<file path="config.mk">
export PLATFORM = sky130hd
export DESIGN_NAME = pe_act_sched
export DESIGN_NICKNAME = d
export VERILOG_FILES = /design/src/rtl/pe_act_sched.sv
export SDC_FILE = /design/constraint.sdc
export NUM_CORES = 1
export LEC_CHECK = 0
export CORE_MARGIN = 2
export CORE_UTILIZATION = 37
export DETAILED_ROUTE_END_ITERATION = 10
export GPL_TIMING_DRIVEN = 0
export PLACE_DENSITY = 0.8
export RECOVER_POWER = 25
export SYNTH_ARGS = -nofsm -noshare
export SYNTH_HDL_FRONTEND = slang
export SYNTH_SLANG_ARGS = --single-unit
</file>
<file path="constraint.sdc">
create_clock -name clk -period 2.3 [get_ports clk]
set_clock_uncertainty 0.15 [all_clocks]
set_input_delay 0.23 -clock clk [delete_from_list [all_inputs] [get_ports clk]]
set_output_delay 0.23 -clock clk [all_outputs]
set_load 0.005 [all_outputs]
</file>
<file path="src/rtl/pe_act_sched.sv">
// PE activation scheduler: pops the activation queue and issues OUT_NUM MAC commands per activation.
// Defining PE_ZERO_SKIP_EN makes zero-valued activations issue no MACs; they are counted in skip_cnt instead.
//
// state | meaning
// IDLE  | waiting for an activation; pops when enabled and the queue is non-empty
// ISSUE | issuing MAC commands for act_reg, cnt selects the output accumulator
// DRAIN | end-of-layer marker popped, waiting for in-flight MACs to retire
// DONE  | one-cycle layer_done pulse
module pe_act_sched #(
    parameter int DATA_W   = 16,
    parameter int IDX_W    = 10,
    parameter int OUT_NUM  = 4,
    parameter int W_ADDR_W = 12,
    parameter int INFL_W   = 4,
    localparam int SEL_W   = (OUT_NUM > 1) ? $clog2(OUT_NUM) : 1
) (
    input  logic                    clk,
    input  logic                    rst,
    input  logic                    sched_en,
    input  logic                    queue_empty,
    input  logic [IDX_W+DATA_W-1:0] act_head,
    output logic                    pop_act,
    output logic                    mac_valid,
    input  logic                    mac_ready,
    output logic [DATA_W-1:0]       mac_act,
    output logic [W_ADDR_W-1:0]     mac_waddr,
    output logic [SEL_W-1:0]        mac_out_sel,
    input  logic                    mac_retire,
    output logic                    busy,
    output logic                    layer_done,
    output logic                    err_underflow,
    output logic [15:0]             skip_cnt
);
    typedef enum logic [1:0] {IDLE, ISSUE, DRAIN, DONE} state_t;

    localparam logic [SEL_W-1:0]  CNT_LAST = SEL_W'(OUT_NUM - 1);
    localparam logic [INFL_W-1:0] INFL_MAX = '1;

    state_t            state, state_nxt;
    logic [SEL_W-1:0]  cnt, cnt_nxt;
    logic [INFL_W-1:0] infl;
    logic [IDX_W-1:0]  act_idx;
    logic [DATA_W-1:0] act_val;
    logic [IDX_W-1:0]  head_idx;
    logic [DATA_W-1:0] head_val;
    logic              head_marker;
    logic              head_skip;
    logic              can_load;
    logic              hs;

    assign head_idx    = act_head[IDX_W+DATA_W-1:DATA_W];
    assign head_val    = act_head[DATA_W-1:0];
    assign head_marker = &head_idx;
`ifdef PE_ZERO_SKIP_EN
    assign head_skip   = !head_marker && (head_val == '0);
`else
    assign head_skip   = 1'b0;
`endif

    // Gated by rst so the queue is never popped while the state registers are held in reset.
    assign can_load    = sched_en && !queue_empty && !rst;
    assign hs          = mac_valid && mac_ready;

    assign mac_act     = act_val;
    assign mac_out_sel = cnt;
    assign mac_waddr   = W_ADDR_W'(act_idx) * W_ADDR_W'(OUT_NUM) + W_ADDR_W'(cnt);
    assign busy        = (state != IDLE) || (infl != '0);

    always_comb begin
        state_nxt  = state;
        cnt_nxt    = cnt;
        pop_act    = 1'b0;
        mac_valid  = 1'b0;
        layer_done = 1'b0;
        case (state)
            IDLE: begin
                if (can_load) pop_act = 1'b1;
            end
            ISSUE: begin
                mac_valid = (infl != INFL_MAX);
                if (mac_valid && mac_ready) begin
                    if (cnt != CNT_LAST) cnt_nxt = cnt + 1'b1;
                    else if (can_load)   pop_act = 1'b1;
                    else                 state_nxt = IDLE;
                end
            end
            DRAIN: begin
                if (infl == '0) state_nxt = DONE;
            end
            DONE: begin
                layer_done = 1'b1;
                state_nxt  = IDLE;
            end
            default: state_nxt = IDLE;
        endcase
        // A load from IDLE or at the last handshake picks the next state from the popped head.
        if (pop_act) begin
            cnt_nxt = '0;
            if (head_marker)    state_nxt = DRAIN;
            else if (head_skip) state_nxt = IDLE;
            else                state_nxt = ISSUE;
        end
    end

    always_ff @(posedge clk or posedge rst) begin
        if (rst) begin
            state   <= IDLE;
            cnt     <= '0;
            act_idx <= '0;
            act_val <= '0;
        end else begin
            state <= state_nxt;
            cnt   <= cnt_nxt;
            if (pop_act) begin
                act_idx <= head_idx;
                act_val <= head_val;
            end
        end
    end

    always_ff @(posedge clk or posedge rst) begin
        if (rst) begin
            infl          <= '0;
            err_underflow <= 1'b0;
        end else begin
            case ({hs, mac_retire})
                2'b10: infl <= infl + 1'b1;
                2'b01: begin
                    if (infl != '0) infl <= infl - 1'b1;
                    else            err_underflow <= 1'b1;
                end
                default: infl <= infl;
            endcase
        end
    end

`ifdef PE_ZERO_SKIP_EN
    always_ff @(posedge clk or posedge rst) begin
        if (rst)                                         skip_cnt <= '0;
        else if (pop_act && head_skip && skip_cnt != '1) skip_cnt <= skip_cnt + 1'b1;
    end
`else
    assign skip_cnt = '0;
`endif

endmodule
</file>
==> results.sh <==
export IMPL_critPathTopFamily="compound AO/OA/AOI/OAI gates"
export IMPL_die_h_um=73.88
export IMPL_syn_area_um2=1807
export IMPL_ff2ff_setup_slack_ns=0.07
export IMPL_diodes=0
export IMPL_synthFlopType="dfrtp_1"
export IMPL_hold_viol=0
export IMPL_routed_top_layer="met4"
export IMPL_synth_seq_area_share=0.4848
export IMPL_status="finished, final reports clean"
export IMPL_synth_edf_count=0
export IMPL_remaining_drc_errors=0
export IMPL_drt_iter0_drc=37
export IMPL_grt_usage=0.1428
export IMPL_antenna_found_initial=0
export IMPL_vias=1367
export IMPL_p_leak_nw=1.259
export IMPL_combPwrFrac=0.515
export IMPL_critical_path_class="reg2reg"
export IMPL_clockBufferDepth=2
export IMPL_holdBufCountCts=0
export IMPL_fin_nets=284
export IMPL_powerDensity_nw_per_um2=1145
export IMPL_period_share=0.9674
export IMPL_port_buffers=66
export IMPL_synth_area_leaders="dfrtp_1 (48%), mux2_2 (15%), buf_4 (7.5%)"
export IMPL_power_switching_uw=994.2
export IMPL_pwr_share_clk=0.128
export IMPL_die_x_um=73.88
export IMPL_async_flop_share=1.000
export IMPL_clk_latency_ns=0.28
export IMPL_route_met2_wl_mm=1.923
export IMPL_slew_violations=0
export IMPL_power_frac_seq=0.357
export IMPL_tightest_slew_ns=1.317
export IMPL_met3_length_um=222
export IMPL_finalSetupViolCount=0
export IMPL_grt_overflow_total=0
export IMPL_finalWirelength_mm=3.741
export IMPL_dr_pass1_iters=4
export IMPL_grt_pass1_vias=1352
export IMPL_relSlewSlack=0.1210
export IMPL_hold_path_class="reg2reg"
export IMPL_start_util=0.3825
export IMPL_drt_met1_wl_mm=1.566
export IMPL_boundaryPins=83
export IMPL_rsz0062_at_grt="true"
export IMPL_yosys_area_top_type_share=0.4848
export IMPL_vias_per_cell=4.381
export IMPL_ant_nets=0
export IMPL_cp_slowest_cell="dfrtp_1"
export IMPL_numClockSinks=35
export IMPL_synth_cells=143
export IMPL_cts_root_buf="clkbuf_8"
export IMPL_ys_ff_latch=35
export IMPL_cts_htree_levels=2
export IMPL_layout_area_overhead_vs_synth_pct=57.48
export IMPL_mostFrequentLayoutCell="clkdlybuf4s50_1"
export IMPL_worst_ep_required_time_ns=2.35
export IMPL_clk_pin_slew_ns=0.07
export IMPL_p_int_mw=2.263
export IMPL_syn_avg_cell_area_um2=12.63
export IMPL_drt_wirelength_per_cell_um=11.99
export IMPL_fmax_ghz=0.4494
export IMPL_place_congestion=0.7051
export IMPL_cpPeakStageDelay_ns=0.39
export IMPL_die_area_um2=5458
export IMPL_grt_pass1_wl_mm=5.940
export IMPL_min_period_ns=2.225
export IMPL_crit_buf_inv=2
export IMPL_hold_start="err_underflow"
export IMPL_dp_hpwl_mm=2.727
export IMPL_crit_chain="inv_2 > ha_4 > nand2_4 > o21ai_4 > inv_2 > ha_1 > a21o_1 > a21o_1 > or3_1 > a22oi_2"
export IMPL_post_place_ws_ns=-0.3355
export IMPL_crit_fanout=7
export IMPL_power_switching_fraction=0.3052
export IMPL_drv_cap=0
export IMPL_grt_max_degree=36
export IMPL_critPathLaunchType="register"
export IMPL_num_rows=25
export IMPL_cts_tree="done"
export IMPL_reg2reg_from="state[1]"
export IMPL_worstPathArrival_ns=2.28
export IMPL_worst_slack_ns=0.07492
export IMPL_core_area_um2=4723
export IMPL_drive_gt1_frac=0.3510
export IMPL_numCtsBuffers=5
export IMPL_synth_cell_type_count=36
export IMPL_worstSetupEndpointType="register"
export IMPL_final_core_utilization=0.6024
export IMPL_yosysTopAreaCell="dfrtp_1"
export IMPL_max_vdd_ir_drop_v=0.0006272
export IMPL_cp_startpoint="state[1]"
export IMPL_final_cell_mix="clkdlybuf4s50_1 (65), buf_4 (31), dfrtp_1 (30)"
export IMPL_synth_warnings=0
## what timing repair did
action,in CTS,in global routing
endpoints found under the setup margin,3,2
pin swaps,2,2
gates cloned,0,0
setup buffers,6,7
gates resized for setup,8,6
## cell type report
| cell class | count | area, um^2 |
|---|---|---|
| clock inverters | 1 | 5.005 |
| clock buffers | 7 | 76.32 |
| multi-input cells | 96 | 848.3 |
| flip-flops and latches | 35 | 882.1 |
| fillers | 417 | 1878 |
| plain buffers | 21 | 168.9 |
| well taps | 67 | 83.83 |
| repair buffers | 79 | 758.2 |
| inverters | 6 | 22.52 |
## synth_stat cells, types with 2 or more instances
master,n
nor3_1,3
or3_1,2
mux2_2,24
mux2i_1,3
nand2_1,5
nor2_1,4
nand4_1,2
xnor2_1,3
buf_6,3
buf_4,18
inv_1,6
mux2_4,2
a31oi_1,3
ha_1,7
a21o_1,3
dfrtp_1,35
## worst paths after layout
kind	end	cells past startpoint
setup / recovery	infl[3]	10
hold / removal	err_underflow	1
setup reg to reg	infl[3]	10
hold reg to reg	err_underflow	1
max in group asynchronous	state[0]	2
min in group asynchronous	infl[0]	2
## metrics by stage
stage | area (um^2) | setup TNS, ns | hold slack [ns] | std cells | total power, mW
finish | 2845 | 0 | 0.3089 | 312 | 3.257
global route | 2845 | -0.02543 | 0.3612 | 312 | 3.504
CTS | 2779 | -0.01111 | 0.3140 | 305 | 3.216
detailed placement | 2623 | -0.3355 | 0.3036 | 291 | 2.686
global placement | 2623 | -0.3004 | 0.2962 | 291 | 2.634
floorplan | 1878 | 0 | 0.2281 | 158 | 1.892
## worst reg2reg max path, delay by kind of cell (launching register included)
kind / cells / cell delay, ns
and+or+nand+nor: 2 / 0.39
adders and majority gates: 2 / 0.43
buffers and inverters: 2 / 0.15
AOI/OAI and AO/OA: 4 / 0.64
DFF: 1 / 0.39
## cells by family after synthesis
logic type | count (synthesis) | share of synthesized area
flip-flops | 35 | 0.4848
multiplexers | 30 | 0.1891
buffers and inverters | 27 | 0.1060
AND/OR/NAND/NOR | 22 | 0.07064
AO/OA/AOI/OAI | 17 | 0.07341
adder cells (fa/ha/maj) | 8 | 0.05956
XOR/XNOR | 3 | 0.01455
other | 1 | 0.002076
## power by group through the flow
stage	registers, mW	logic (mW)	clock network, mW
floorplan	1.15	0.739	0
finish	1.16	1.68	0.418
global placement	1.14	1.50	0
CTS	1.16	1.62	0.438
global route	1.22	1.82	0.465
detailed placement	1.16	1.53	0
## flip-flops by register name, indices dropped and copies added, names as in the netlist
signal and cells:
act_idx 10, mac_out_sel 2, infl 4, err_underflow 1, state 2, mac_act 16
## routing by layer
metal	up-vias	track usage
met3	4	0.05487
li1	671	-
met4	0	0.03838
met5	-	0
met1	646	0.1697
met2	46	0.2411
No activity file was read; power rests on OpenSTA's default activity.
